### src/rtl/des_pkg.sv
// Shared definitions for the expansion / key-mix datapath.
//   mode_e       : per-beat operating mode (expand or contract)
//   ERR_CNT_W    : width of the saturating duplicate-mismatch counter
//   expand_idx   : source bit of the half-block feeding expanded bit j
//   nibble_pos   : expanded bit holding half-block bit i in its nibble slot
// Bit positions are LSB-based integers. Groups are counted from the MSB.
package des_pkg;

    localparam int ERR_CNT_W = 16;

    typedef enum logic {
        MODE_EXPAND   = 1'b0,
        MODE_CONTRACT = 1'b1
    } mode_e;

    // Each 6-bit output group is {L, nibble, R}. L is the last bit of the
    // previous nibble. R is the first bit of the next nibble. Both wrap
    // around the half-block.
    function automatic int expand_idx(input int w, input int j);
        int ew;
        int g;
        int p;
        ew = 3 * w / 2;
        g  = (ew - 1 - j) / 6;
        p  = (ew - 1 - j) % 6;
        if (p == 0)
            return (w - 4 * g) % w;
        else if (p == 5)
            return (2 * w - 5 - 4 * g) % w;
        else
            return w - 1 - 4 * g - (p - 1);
    endfunction

    function automatic int nibble_pos(input int w, input int i);
        int g;
        int k;
        g = (w - 1 - i) / 4;
        k = (w - 1 - i) % 4;
        return 3 * w / 2 - 2 - 6 * g - k;
    endfunction

endpackage

### src/rtl/expand_contract_core.sv
// Combinational expansion / contraction with subkey XOR.
//   mode   : 0 = expand, 1 = contract
//   data   : expand uses [W-1:0]; contract uses all EW bits
//   key    : EW-bit round subkey
//   result : expand gives EW bits; contract gives [W-1:0] with upper bits 0
//   err    : contract only, set when any duplicated bit pair disagrees
module expand_contract_core
    import des_pkg::*;
#(
    parameter int W = 32,
    localparam int EW = 3 * W / 2
) (
    input  logic          mode,
    input  logic [EW-1:0] data,
    input  logic [EW-1:0] key,
    output logic [EW-1:0] result,
    output logic          err
);

    logic [EW-1:0] expd;
    logic [EW-1:0] x;
    logic [EW-1:0] diff;
    logic [W-1:0]  contr;

    assign x = data ^ key;

    // Every expanded bit is compared with the nibble-slot copy of the same
    // source bit. For bits that are themselves nibble slots, the copy is the
    // same bit, so the comparison gives 0.
    for (genvar j = 0; j < EW; j++) begin : g_bit
        localparam int SRC = expand_idx(W, j);
        localparam int DUP = nibble_pos(W, SRC);
        assign expd[j] = data[SRC];
        assign diff[j] = x[j] ^ x[DUP];
    end

    for (genvar i = 0; i < W; i++) begin : g_contr
        localparam int POS = nibble_pos(W, i);
        assign contr[i] = x[POS];
    end

    always_comb begin
        result = expd ^ key;
        err    = 1'b0;
        if (mode_e'(mode) == MODE_CONTRACT) begin
            result = {{(EW - W){1'b0}}, contr};
            err    = |diff;
        end
    end

endmodule

### src/rtl/expand_keymix_pipe.sv
// Pipelined expansion / key-mix stage with a valid/ready handshake.
//   clk, rst               : clock; synchronous active-high reset
//   in_valid/in_ready      : input handshake (in_ready depends on out_ready)
//   in_mode                : 0 = expand, 1 = contract, captured per beat
//   in_data, in_key        : EW-bit word and subkey, captured per beat
//   out_valid/out_ready    : output handshake
//   out_data, out_err      : result and duplicate-mismatch flag
//   err_count              : saturating count of erroneous words delivered
// PIPE=2 registers the inputs first and then the result. PIPE=1 registers
// only the result.
module expand_keymix_pipe
    import des_pkg::*;
#(
    parameter int W    = 32,
    parameter int PIPE = 2,
    localparam int EW  = 3 * W / 2
) (
    input  logic                 clk,
    input  logic                 rst,
    input  logic                 in_valid,
    output logic                 in_ready,
    input  logic                 in_mode,
    input  logic [EW-1:0]        in_data,
    input  logic [EW-1:0]        in_key,
    output logic                 out_valid,
    input  logic                 out_ready,
    output logic [EW-1:0]        out_data,
    output logic                 out_err,
    output logic [ERR_CNT_W-1:0] err_count
);

    logic          c_mode;
    logic [EW-1:0] c_data;
    logic [EW-1:0] c_key;
    logic [EW-1:0] c_res;
    logic          c_err;
    logic          feed_vld;
    logic          s2_ready;

    logic          vld_p2;
    logic          err_p2;
    logic [EW-1:0] res_p2;

    // A stage loads when it is empty or its word leaves this cycle.
    assign s2_ready = !vld_p2 || out_ready;

    if (PIPE == 2) begin : g_pipe2
        logic          vld_p1;
        logic          mode_p1;
        logic [EW-1:0] data_p1;
        logic [EW-1:0] key_p1;
        logic          s1_ready;

        assign s1_ready = !vld_p1 || s2_ready;
        assign in_ready = !rst && s1_ready;

        // ---- stage 1: capture mode, key and data ----
        always_ff @(posedge clk) begin
            if (rst)
                vld_p1 <= 1'b0;
            else if (s1_ready)
                vld_p1 <= in_valid;
        end

        always_ff @(posedge clk) begin
            if (s1_ready && in_valid) begin
                mode_p1 <= in_mode;
                data_p1 <= in_data;
                key_p1  <= in_key;
            end
        end

        assign feed_vld = vld_p1;
        assign c_mode   = mode_p1;
        assign c_data   = data_p1;
        assign c_key    = key_p1;
    end else begin : g_pipe1
        assign in_ready = !rst && s2_ready;
        assign feed_vld = in_valid;
        assign c_mode   = in_mode;
        assign c_data   = in_data;
        assign c_key    = in_key;
    end

    expand_contract_core #(.W(W)) u_core (
        .mode   (c_mode),
        .data   (c_data),
        .key    (c_key),
        .result (c_res),
        .err    (c_err)
    );

    // ---- stage 2: compute, register result and error ----
    // The result registers are reset too, so that out_data reads 0 after reset.
    always_ff @(posedge clk) begin
        if (rst) begin
            vld_p2 <= 1'b0;
            res_p2 <= '0;
            err_p2 <= 1'b0;
        end else if (s2_ready) begin
            vld_p2 <= feed_vld;
            if (feed_vld) begin
                res_p2 <= c_res;
                err_p2 <= c_err;
            end
        end
    end

    always_ff @(posedge clk) begin
        if (rst)
            err_count <= '0;
        else if (vld_p2 && out_ready && err_p2 && (err_count != '1))
            err_count <= err_count + ERR_CNT_W'(1);
    end

    assign out_valid = vld_p2;
    assign out_data  = res_p2;
    assign out_err   = err_p2;

endmodule

### config.mk
export PLATFORM = sky130hd
export DESIGN_NAME = expand_keymix_pipe
export DESIGN_NICKNAME = d
export VERILOG_FILES = /design/src/rtl/des_pkg.sv /design/src/rtl/expand_contract_core.sv /design/src/rtl/expand_keymix_pipe.sv
export SDC_FILE = /design/constraint.sdc
export NUM_CORES = 1
export LEC_CHECK = 0
export CAP_MARGIN = 25
export CORE_ASPECT_RATIO = 1.25
export CORE_MARGIN = 2
export CORE_UTILIZATION = 35
export CTS_CLUSTER_SIZE = 20
export DETAILED_ROUTE_END_ITERATION = 16
export PLACE_DENSITY = 0.67
export SLEW_MARGIN = 10
export SYNTH_ARGS = -nofsm -noshare
export SYNTH_HDL_FRONTEND = slang
export SYNTH_SLANG_ARGS = --single-unit
### constraint.sdc
create_clock -name clk -period 14.1 [get_ports clk]
set_input_delay 2.82 -clock clk [delete_from_list [all_inputs] [get_ports clk]]
set_output_delay 2.82 -clock clk [all_outputs]
set_load 0.01 [all_outputs]
# --- Yosys cells after proc, flatten, opt, wreduce, memory -nomap -nowiden ---
# Cells that the tools add are included.
op_classes:
  reduce_logical: 12
  div_mod_pow: 0
  n_eq_ne: 1
  magnitude_cmp: 0
  muxes: 2
  shift: 0
  multipliers: 0
  n_bitwise: 18
  addsub: 1
op_table:
  columns: ["op", "count"]
  rows:
  - ["$xor A48 B48 Y48", 2]
  - ["$mux W48", 1]
  - ["$add A16 B1 Y16 const B", 1]
  - ["$ne A16 B16 Y1 const B", 1]
  - ["$reduce_or A16 Y1", 1]
  - ["$xor A1 B1 Y1", 16]
  - ["$logic_and A1 B1 Y1", 5]
  - ["$logic_not A1 Y1", 3]
  - ["$logic_or A1 B1 Y1", 2]
  - ["$reduce_and A2 Y1", 1]
  - ["$mux W1", 1]
word_totals:
  word_cells: 42
  mem_bits_ro: 0
  input_bits: 101
  latch_bits: 0
  regBits: 164
  mem_bits_rw: 0
  n_memories: 0
  out_inout_bits: 67

# --- Longest topological paths before layout ---
depth:
  word_depth: 4
  ltp_mapped: 7
  depth_no_buf: 5

# --- Modules after synthesis ---
# Synthesis repeated with hierarchy kept, for this count alone.
unflattened:
  cells_unflattened: 623
  hier_area_um2: 6911.6
by_module_without_submodules:
  columns: ["module", "seq_area_each_um2", "instances", "area_per_inst_um2", "cells_per_inst"]
  rows:
  - ["expand_keymix_pipe", 4254.1, 1, 5511.5, 416]
  - ["expand_contract_core", 0.0, 1, 1400.1, 207]

# --- Least setup slack after synthesis ---
# OpenSTA, ideal clock, no wires.
synth_path:
  kind: "in2reg"
  from: "input out_ready"
  to: "register g_pipe2.data_p1[0], in the netlist c_data[0] (enable)"
  setup_time_ns: 0.702
  t_arrival_ns: 9.911
  setup_slack_ns: 3.487
  t_required_ns: 13.398
  stages: 2
  n_path_buf: 0
  cell_sequence: "nor2b_2 -> a21boi_0"
synth_between:
  elab_chain_cells: 3
synth_lines:
  columns: ["item", "line_no", "rtl"]
  rows:
  - ["start: declaration", "expand_keymix_pipe.sv:26", "input logic out_ready,"]
  - ["$logic_or A1 B1 Y1", "expand_keymix_pipe.sv:45", "assign s2_ready = !vld_p2 || out_ready;"]
  - ["$logic_or A1 B1 Y1", "expand_keymix_pipe.sv:54", "assign s1_ready = !vld_p1 || s2_ready;"]
  - ["$logic_and A1 B1 Y1", "expand_keymix_pipe.sv:66", "if (s1_ready && in_valid) begin"]
  - ["end signal: assignment", "expand_keymix_pipe.sv:68", "data_p1 <= in_data;"]
  - ["end: declaration", "expand_keymix_pipe.sv:50", "logic [EW-1:0] data_p1;"]
# No other way between the ends.
# A chain may end at the register's enable or synchronous reset.

# --- Worst setup path after layout ---
layout_path:
  from: "input out_ready"
  to: "output in_ready"
layout_between:
  elab_chain_cells: 3
layout_lines:
  columns: ["item", "line_no", "rtl"]
  rows:
  - ["$logic_or A1 B1 Y1", "expand_keymix_pipe.sv:45", null]
  - ["$logic_or A1 B1 Y1", "expand_keymix_pipe.sv:54", null]
  - ["$logic_and A1 B1 Y1", "expand_keymix_pipe.sv:55", "assign in_ready = !rst && s1_ready;"]
  - ["end: declaration", "expand_keymix_pipe.sv:21", "output logic in_ready,"]
# No other way between the ends.

==> results_dict.tcl <==
set metrics [dict create \
    outcome "finished clean" \
    dieArea_sq_mm 0.0205 \
    dp_hpwl_um 11500 \
    die_w_um 128 \
    critPathCaptureType "output port" \
    skew_ps 15.9 \
    clock_path_buffers 2 \
    ys.flop_type "edfxtp_1" \
    fmax_mhz 142 \
    h-tree-depth 4 \
    ios 168 \
    grt_antenna_before_repair 0 \
    synth_top_area_cell "edfxtp_1" \
    drc 0 \
    min_period_over_period_pct 49.8 \
    fin_nets 816 \
    synthesis.area_sq_mm 0.00677 \
    start_util_pct 35.9 \
    synth-seq-cells 164 \
    syn2layout_area_growth_pct 36.7 \
    vias 4653 \
    rows 56 \
    fin_tns_setup_ps 0 \
    slew_headroom_pct 36.6 \
    netlist_instances 551 \
    clock-root-buffer "clkbuf_16" \
    synth_common_cells "edfxtp_1, xnor2_1, nand2_1" \
    worstPathArrival_ps 4200 \
    crit_top_cell "clkdlybuf4s50_1" \
    rsz0062_at_grt "no" \
    final_cell_area_sq_mm 0.00926 \
    routed_wl_um 16300 \
    grt_pass1_vias 4855 \
    hold_viol 0 \
    crit_buf_inv 2 \
    p_leak_nw 3.13 \
    yosysSeqAreaShare_pct 62.8 \
    cts_setup_buffers 0 \
    critPathSlowestCell "clkdlybuf4s50_1" \
    syn_area_per_cell_sq_um 12.3 \
    tightest_slew_ps 951 \
    drt_iter0_markers 187 \
    setup-violations-final 0 \
    cts_num_sinks 164 \
    antenna_left 0 \
    yosys-top-cells-area "edfxtp_1, dfxtp_1, xnor2_1" \
    synth_edf_count 97 \
    die_h_um 160 \
    grt_max_degree 76 \
    yosys.cell_count.top_type "edfxtp_1" \
    ys.warnings.count 0 \
    placed_cell_area_sq_mm 0.00867 \
    slowest_delay_ps 500 \
    diodes 0 \
    place.gp.congestion 0.845 \
    cts_resized 0 \
    crit_fanout 6 \
    clock_latency_ps 430 \
    maxCapViolations 0 \
    path_class "in2out" \
    hold_path_class "reg2reg" \
    core-area_sq_mm 0.0188 \
    routedWlPerCell_um 17.0 \
    clk_pin_slew_ps 60 \
    path_cells "clkdlybuf4s50_1 -> nor2b_2 -> a21oi_1 -> clkdlybuf4s50_1" \
    pwr_density_cell_mw_per_mm2 124 \
    hold_buffers 0 \
    cts_tree "built" \
    synth_cell_types 38 \
    viasPerCell 4.85 \
    synth_top_area_share_pct 43.0 \
    drt-pass1-iter-count 4 \
    cts_made_buffers 17 \
    grt_overflow 0 \
    start_kind "input pin" \
    port_buffers 167 \
    peakVddDrop_mv 0.0944 \
    path_delay_family "buffers and inverters" \
    drive_gt1_share_pct 7.02 \
    fin_crit_ps 7020 \
    async_reset_ff_share_pct 0 \
    grt.total_usage_pct 16.3 \
    slew_viol_final 0 \
    required_ps 11280 \
    grt_pass1_wl_um 25500 \
    syn-num-nets 653 \
]
==> where the power goes <==
group          switching (W)  internal (W)
combinational      0.0000574     0.0000712
clock               0.000198      0.000265
sequential         0.0000197      0.000536
==> layer usage <==
metal	part of all wire, %	track usage, %	wire length [um]	up-vias
met3	4.6	4.07	752	20
li1	-	-	-	2274
met2	52	28.3	8470	145
met4	2.0	6.09	327	0
met1	41	19.2	6760	2214
met5	0	0	0	-
==> layout by cell type, fill, tap and decap left out, drive strengths merged, types with 3 or more instances in the layout <==
| master | instances |
|---|---|
| clkdlybuf4s50 | 166 |
| edfxtp | 97 |
| xnor2 | 85 |
| nand2 | 71 |
| dfxtp | 67 |
| xor2 | 40 |
| nor2 | 35 |
| o211ai | 35 |
| a21oi | 34 |
| clkbuf | 17 |
| a211oi | 16 |
| nand4 | 9 |
| inv | 7 |
| and3 | 5 |
| buf | 5 |
| clkinvlp | 4 |
| and4 | 3 |
| nor4 | 3 |
| clkinv | 3 |
==> state kept, by name, summed over array words and instances (netlist names) <==
name	flops
c_data	48
c_key	48
out_data	48
err_count	16
c_mode	1
feed_vld	1
out_err	1
out_valid	1
==> final timing paths <==
path	startpoint	end	slack [ps]	cells past startpoint
max	out_ready	in_ready	7080	4
min	out_data[20]	out_data[20]	450	2
max reg2reg	out_valid	c_key[5]	11600	3
min reg2reg	out_data[20]	out_data[20]	450	2
==> tightest hold or removal path, cell delays in order (launching register included) <==
cell     delay (ps)
dfxtp_1         310
nand2_1          50
a21oi_1          50
==> through the flow <==
step | power, W | cells | setup WS, ps | utilization (%) | hold slack (ps)
after floorplan | 0.000632 | 551 | 3490 | - | 476
after global placement | 0.000694 | 927 | 7110 | 46.0 | 440
after detailed placement | 0.000697 | 927 | 7080 | 46.0 | 446
after CTS | 0.00116 | 959 | 7070 | 49.1 | 454
after global routing | 0.00119 | 959 | 7010 | 49.1 | 474
final | 0.00115 | 959 | 7080 | 49.1 | 452
==> logic make-up (layout without fill, tap and decap cells) <==
logic type	after synthesis	after routing	share of synthesized area, %
multiplexers	2	2	0.296
flip-flops	164	164	62.8
XOR/XNOR	125	125	16.2
AO/OA/AOI/OAI	94	94	9.37
buffers and inverters	28	204	1.75
adder cells (fa/ha/maj)	1	1	0.185
AND/OR/NAND/NOR	137	137	9.42
==> final cells by class <==
class	count	area, sq um
tap	232	290
clock buffer	17	425
timing repair buffer	171	1700
clock inverter	15	168
fill	1662	9590
sequential	164	4250
inverter	1	3.75
multi-input combinational	359	2420
No activity file was read; power rests on OpenSTA's default activity.
